<file path="config.mk">
export PLATFORM = sky130hd
export DESIGN_NAME = dma_layer_sequencer
export DESIGN_NICKNAME = d
export VERILOG_FILES = /design/src/rtl/dma_layer_sequencer.sv
export SDC_FILE = /design/constraint.sdc
export NUM_CORES = 1
export LEC_CHECK = 0
export ABC_AREA = 1
export CAP_MARGIN = 20
export CORE_MARGIN = 5
export CORE_UTILIZATION = 25
export CTS_CLUSTER_SIZE = 40
export DETAILED_ROUTE_END_ITERATION = 10
export HOLD_SLACK_MARGIN = 0.1
export MAX_ROUTING_LAYER = met4
export SETUP_SLACK_MARGIN = 0.5
export SYNTH_ARGS = -nofsm -noshare
export SYNTH_HDL_FRONTEND = slang
export SYNTH_SLANG_ARGS = --single-unit
</file>
<file path="constraint.sdc">
create_clock -name clk -period 4.14 [get_ports clk]
set_clock_uncertainty 0.05 [all_clocks]
set_input_delay 0.828 -clock clk [delete_from_list [all_inputs] [get_ports clk]]
set_output_delay 0.828 -clock clk [all_outputs]
set_load 0.005 [all_outputs]
</file>
<file path="src/rtl/dma_layer_sequencer.sv">
// Layer-load DMA sequencer: walks DIM -> WGT -> BIAS -> IMG[0..N-1] descriptors,
// one outstanding transfer at a time, with abort and zero-length phase skipping.
module dma_layer_sequencer #(
  parameter int unsigned ADDR_W    = 32,
  parameter int unsigned LEN_W     = 16,
  parameter int unsigned IMG_CNT_W = 8
) (
  input  logic                 clk,
  input  logic                 rst_n,
  input  logic                 start,
  input  logic                 abort,
  input  logic [ADDR_W-1:0]    cfg_dim_base,
  input  logic [LEN_W-1:0]     cfg_dim_len,
  input  logic [ADDR_W-1:0]    cfg_wgt_base,
  input  logic [LEN_W-1:0]     cfg_wgt_len,
  input  logic [ADDR_W-1:0]    cfg_bias_base,
  input  logic [LEN_W-1:0]     cfg_bias_len,
  input  logic [ADDR_W-1:0]    cfg_img_base,
  input  logic [LEN_W-1:0]     cfg_img_len,
  input  logic [ADDR_W-1:0]    cfg_img_stride,
  input  logic [IMG_CNT_W-1:0] cfg_num_img,
  output logic                 req_valid,
  input  logic                 req_ready,
  output logic [ADDR_W-1:0]    req_addr,
  output logic [LEN_W-1:0]     req_len,
  output logic [1:0]           req_kind,
  input  logic                 xfer_done,
  output logic                 busy,
  output logic                 done,
  output logic                 aborted,
  output logic [IMG_CNT_W-1:0] img_idx
);

  localparam int unsigned CNT_EXT_W = IMG_CNT_W + 1;
  localparam logic [1:0]  KIND_DIM  = 2'd0;
  localparam logic [1:0]  KIND_WGT  = 2'd1;
  localparam logic [1:0]  KIND_BIAS = 2'd2;
  localparam logic [1:0]  KIND_IMG  = 2'd3;

  typedef enum logic [3:0] {
    IDLE, DIM_REQ, DIM_WAIT, WGT_REQ, WGT_WAIT,
    BIAS_REQ, BIAS_WAIT, IMG_REQ, IMG_WAIT, FINISH
  } state_t;

  state_t state, nextState;
  state_t afterWgt, afterBias;

  // Latched configuration; DIM is only ever issued straight out of IDLE so it
  // comes from the cfg inputs directly and needs no copy.
  logic [ADDR_W-1:0]    wgtBase, biasBase, imgStride;
  logic [LEN_W-1:0]     wgtLen, biasLen, imgLen;
  logic [IMG_CNT_W-1:0] numImg;

  // Running image address (accumulator instead of base + k*stride).
  logic [ADDR_W-1:0]    imgAddr, imgAddrInc;
  logic                 abortPend;

  logic                 handshake, inReq, moreImg, imgAdvance, abortReq;

  logic                 reqValidNxt, busyNxt, doneNxt, abortedNxt;
  logic [ADDR_W-1:0]    reqAddrNxt;
  logic [LEN_W-1:0]     reqLenNxt;
  logic [1:0]           reqKindNxt;

  assign handshake  = req_valid && req_ready;
  assign inReq      = state inside {DIM_REQ, WGT_REQ, BIAS_REQ, IMG_REQ};
  assign abortReq   = abort || abortPend;
  assign imgAddrInc = imgAddr + imgStride;
  assign moreImg    = ({1'b0, img_idx} + CNT_EXT_W'(1)) < {1'b0, numImg};
  assign imgAdvance = (state == IMG_WAIT) && xfer_done && !abort && moreImg;
  assign afterBias  = ((numImg != '0) && (imgLen != '0)) ? IMG_REQ : FINISH;
  assign afterWgt   = (biasLen != '0) ? BIAS_REQ : afterBias;

  // State register
  always_ff @(posedge clk) begin
    if (!rst_n) state <= IDLE;
    else        state <= nextState;
  end

  // Next-state logic; abort in a WAIT state beats a simultaneous xfer_done
  always_comb begin
    nextState = state;
    case (state)
      IDLE:      if (start) nextState = (cfg_dim_len != '0) ? DIM_REQ : WGT_REQ;
      DIM_REQ:   if (handshake) nextState = abortReq ? IDLE : DIM_WAIT;
      WGT_REQ:   if (handshake) nextState = abortReq ? IDLE : WGT_WAIT;
      BIAS_REQ:  if (handshake) nextState = abortReq ? IDLE : BIAS_WAIT;
      IMG_REQ:   if (handshake) nextState = abortReq ? IDLE : IMG_WAIT;
      DIM_WAIT:  if (abort) nextState = IDLE; else if (xfer_done) nextState = WGT_REQ;
      WGT_WAIT:  if (abort) nextState = IDLE; else if (xfer_done) nextState = afterWgt;
      BIAS_WAIT: if (abort) nextState = IDLE; else if (xfer_done) nextState = afterBias;
      IMG_WAIT:  if (abort) nextState = IDLE;
                 else if (xfer_done) nextState = moreImg ? IMG_REQ : FINISH;
      FINISH:    nextState = IDLE;
      default:   nextState = IDLE;
    endcase
  end

  // Output decode: next values of the registered outputs, keyed on nextState
  always_comb begin
    reqValidNxt = nextState inside {DIM_REQ, WGT_REQ, BIAS_REQ, IMG_REQ};
    busyNxt     = (nextState != IDLE);
    doneNxt     = (nextState == FINISH);
    abortedNxt  = (state != IDLE) && (state != FINISH) && (nextState == IDLE);
    reqAddrNxt  = req_addr;
    reqLenNxt   = req_len;
    reqKindNxt  = req_kind;
    if (nextState != state) begin
      case (nextState)
        DIM_REQ: begin
          reqAddrNxt = cfg_dim_base;
          reqLenNxt  = cfg_dim_len;
          reqKindNxt = KIND_DIM;
        end
        WGT_REQ: begin
          reqAddrNxt = (state == IDLE) ? cfg_wgt_base : wgtBase;
          reqLenNxt  = (state == IDLE) ? cfg_wgt_len  : wgtLen;
          reqKindNxt = KIND_WGT;
        end
        BIAS_REQ: begin
          reqAddrNxt = biasBase;
          reqLenNxt  = biasLen;
          reqKindNxt = KIND_BIAS;
        end
        IMG_REQ: begin
          reqAddrNxt = (state == IMG_WAIT) ? imgAddrInc : imgAddr;
          reqLenNxt  = imgLen;
          reqKindNxt = KIND_IMG;
        end
        default: ;
      endcase
    end
  end

  // Registered outputs
  always_ff @(posedge clk) begin
    if (!rst_n) begin
      req_valid <= 1'b0;
      req_addr  <= '0;
      req_len   <= '0;
      req_kind  <= '0;
      busy      <= 1'b0;
      done      <= 1'b0;
      aborted   <= 1'b0;
    end else begin
      req_valid <= reqValidNxt;
      req_addr  <= reqAddrNxt;
      req_len   <= reqLenNxt;
      req_kind  <= reqKindNxt;
      busy      <= busyNxt;
      done      <= doneNxt;
      aborted   <= abortedNxt;
    end
  end

  // Config latch, image counter/accumulator and pending-abort flag
  always_ff @(posedge clk) begin
    if (!rst_n) begin
      wgtBase   <= '0;
      wgtLen    <= '0;
      biasBase  <= '0;
      biasLen   <= '0;
      imgLen    <= '0;
      imgStride <= '0;
      numImg    <= '0;
      imgAddr   <= '0;
      img_idx   <= '0;
      abortPend <= 1'b0;
    end else if ((state == IDLE) && start) begin
      wgtBase   <= cfg_wgt_base;
      wgtLen    <= cfg_wgt_len;
      biasBase  <= cfg_bias_base;
      biasLen   <= cfg_bias_len;
      imgLen    <= cfg_img_len;
      imgStride <= cfg_img_stride;
      numImg    <= cfg_num_img;
      imgAddr   <= cfg_img_base;
      img_idx   <= '0;
      abortPend <= 1'b0;
    end else begin
      if (imgAdvance) begin
        img_idx <= img_idx + IMG_CNT_W'(1);
        imgAddr <= imgAddrInc;
      end
      if (nextState == IDLE)                abortPend <= 1'b0;
      else if (inReq && abort && !req_ready) abortPend <= 1'b1;
    end
  end

endmodule

</file>
==> metrics.yaml <==
outcome: "finished, final reports clean"
gr-total-overflow: 0
routed_via_density: 4.705
hp-class: "reg -> reg"
critPathKind: "reg -> reg"
finalSetupViolations: 0
path_max_fanout: 18
die_h_um: 250.5
clockRootBuffer: "clkbuf_16"
synth.ff_latch_count: 251
slew_headroom: 0.4141
grt_setup_unrepaired: "true"
fmax_mhz: 301.3
coreArea_sq_um: 57480
first_global_vias: 14670
min_period_over_period: 0.8016
multi_input_area_sq_um: 8018
die_w_um: 250.5
required_ps: 4580
first_pass_iters: 5
path_clk_slew_ps: 60
antenna_left: 0
cts_tree: "done"
syn_area_sq_um: 14460
drive_above_1_share: 0.05584
yosysTopAreaCell: "dfxtp_1"
grt_pass1_wl_um: 89150
io_buffers: 299
nets: 2835
yosysUniqueCellTypes: 45
dp_worst_setup_slack_ps: 222.8
cp_top_family: "simple AND/OR/NAND/NOR gates"
cpMostUsedCell: "nand2_1"
p_leak_nw: 8.495
finalMaxSlewViolations: 0
hold_viol: 0
grt_max_degree: 98
final.setup.tns_ps: 0
peakVddDrop_mv: 0.2645
grt_usage: 0.1858
wirelength_um: 61290
clock-sinks: 251
slowest_delay_ps: 340
route.detailed.drc: 0
tightest_slew_ps: 878.9
place.gp.congestion: 0.9633
cp-end-kind: "flop"
drt-wirelength-per-cell_um: 18.27
clockBufferDepth: 3
drv_cap: 0
drtIter0Drc: 1332
placed_area_sq_um: 18140
synthTopCellsByArea: "dfxtp_1 35%, nand2_1 20%, nand3_1 8.7%, inv_1 6.4%, a21oi_1 5.6%"
ys_warn_count: 0
synth_area_per_cell_sq_um: 6.272
crit_slowest_cell: "dfxtp_2"
synthToLayoutAreaGrowth_pct: 34.60
clk_latency_ps: 600
nFillCells: 6358
ctsHtreeMaxLevel: 1
min_period_ps: 3319
path_cells: "inv_1 -> nor4_4 -> nand4_1 -> xor2_1 -> inv_1 -> ha_1 -> nand2_1 -> inv_1 -> a21oi_1 -> nand2_1 -> inv_1 -> nand3_1 -> nand2_1 -> nand2_1 -> nand2_2 -> nand4_1 -> nand2_1 -> nand2_2 -> nor2_2 -> nor2_4 -> buf_12 -> clkbuf_16 -> o21ai_0 -> nor2_1"
route.vias.total: 15780
netlist.area_leader.share: 0.3474
seq_area_frac_synth: 0.3474
dpl.hpwl_um: 46530
whs_ps: 413.1
start_util: 0.2516
fin_cells: 3354
dp.cells: 3276
regToRegSetupSlack_ps: 820
io_pins: 300
worstSetupStartpointType: "flop"
regArea_sq_um: 5030
rows: 88
final_area_sq_um: 19470
cts_made_buffers: 30
antenna_found_initial: 10
critPathArrivalTime_ps: 3760
die_area_sq_um: 62760
layout_setup_ws_ps: 821.5
synth_nets: 2584
p_per_area_nw_per_um2: 354.7
syn_inst: 2306
cp_num_buf_inv: 6
## per-stage QoR
step | power [W] | util
2_1_floorplan | 0.003507 | -
3_3_place_gp | 0.004219 | 0.3157
3_5_place_dp | 0.004217 | 0.3157
4_1_cts | 0.006913 | 0.3333
5_1_grt | 0.007243 | 0.3387
6_report | 0.006905 | 0.3387
## cells in the mapped netlist, drive strengths merged
cell     number
o211ai        8
a21oi       163
xor2         16
a21o          1
xnor2         3
a2111oi       1
nand4        20
and2          7
a22oi         2
o21bai        2
nor3         12
nand2       793
buf          48
dfxtp       251
a221oi        1
a31oi        19
nor2        155
ha           39
clkbuf       75
o221ai        1
o21ai       108
fa            1
nand3b        3
o22ai        48
inv         255
nor4          5
a211oi        9
nand3       255
and3          1
or2           4
## path summary, 6_finish.rpt
| path | from | endpoint | cells past startpoint |
|---|---|---|---|
| max | img_idx[3]$_SDFFE_PP0P_ | req_len[8]$_SDFFE_PN0P_ | 24 |
| max reg2reg | img_idx[3]$_SDFFE_PP0P_ | req_len[8]$_SDFFE_PN0P_ | 24 |
| min reg2reg | wgtBase[31]$_SDFFE_PN0P_ | wgtBase[31]$_SDFFE_PN0P_ | 2 |
| min | wgtBase[31]$_SDFFE_PN0P_ | wgtBase[31]$_SDFFE_PN0P_ | 2 |
## repair_timing
action                                  4_1_cts  5_1_grt
hold buffers                                  0        0
gates cloned                                  0        6
buffers inserted                              0        8
hold endpoints to repair                      0        0
pin swaps                                     0        7
endpoints found under the setup margin       48       75
resized for setup                             3       34
## registers in the layout, indices dropped and copies added, names as in the netlist
name       count
req_addr      32
wgtBase       32
numImg         8
aborted        1
req_kind       2
wgtLen        16
img_idx        8
done           1
req_len       16
req_valid      1
imgAddr       32
imgLen        16
busy           1
biasLen       16
imgStride     32
state          4
abortPend      1
biasBase      32
## routing by layer
layer / track usage / up-vias / share of wire
li1: - / 7972 / -
met2: 0.2867 / 541 / 0.45
met3: 0.03385 / 80 / 0.072
met4: 0.05005 / 0 / 0.026
met5: - / - / 0
met1: 0.2514 / 7186 / 0.45
## power breakdown
part / switching (W) / internal [W]
Sequential: 0.000136 / 0.00261
Combinational: 0.000841 / 0.000646
Clock: 0.00113 / 0.00154
## logic make-up after synthesis
group / synth area share
buffers and inverters: 0.1045
AOI/OAI and AO/OA: 0.1376
and+or+nand+nor: 0.3638
adders and majority gates: 0.03512
xor gates and xnor gates: 0.01151
DFF: 0.3474
## cells in the final DEF, fill, tap and decap left out, types with 4 or more instances in the layout
master           count
a31oi_1             19
nand3_1            250
o21ai_1             11
dfxtp_1            247
nor2_1             144
nor2_4               8
or2_2                4
xor2_1              16
nand2_1            785
buf_4               26
clkbuf_8             8
dfxtp_2              4
clkbuf_16           33
clkinv_2             6
ha_1                39
inv_1              242
clkdlybuf4s50_1    298
o211ai_1             8
o21ai_0             95
and2_1               7
inv_2                8
o22ai_1             48
diode_2             10
nand4_1             20
a21oi_1            161
nand2_2              5
clkbuf_1             5
buf_12               6
nor3_1              11
a211oi_1             9
buf_6                5
nor4_1               4
## area by class of cell
| type | count | area share |
|---|---|---|
| Antenna cell | 10 | 0.001286 |
| Clock buffer | 43 | 0.04519 |
| Clock inverter | 11 | 0.005978 |
| Inverter | 255 | 0.05013 |
| Multi-Input combinational cell | 1678 | 0.4119 |
| Sequential cell | 251 | 0.2584 |
| Tap cell | 765 | 0.04917 |
| Timing Repair Buffer | 341 | 0.1780 |
## worst reg2reg max path, cell delays in order, from the launching register on
cell	delay [ps]
dfxtp_2	340
inv_1	80
nor4_4	300
nand4_1	140
xor2_1	150
inv_1	70
ha_1	290
nand2_1	90
inv_1	40
a21oi_1	110
nand2_1	60
inv_1	60
nand3_1	130
nand2_1	120
nand2_1	60
nand2_2	80
nand4_1	80
nand2_1	100
nand2_2	90
nor2_2	130
nor2_4	70
buf_12	140
clkbuf_16	190
o21ai_0	180
nor2_1	60
(Power assumes the default switching activity.)
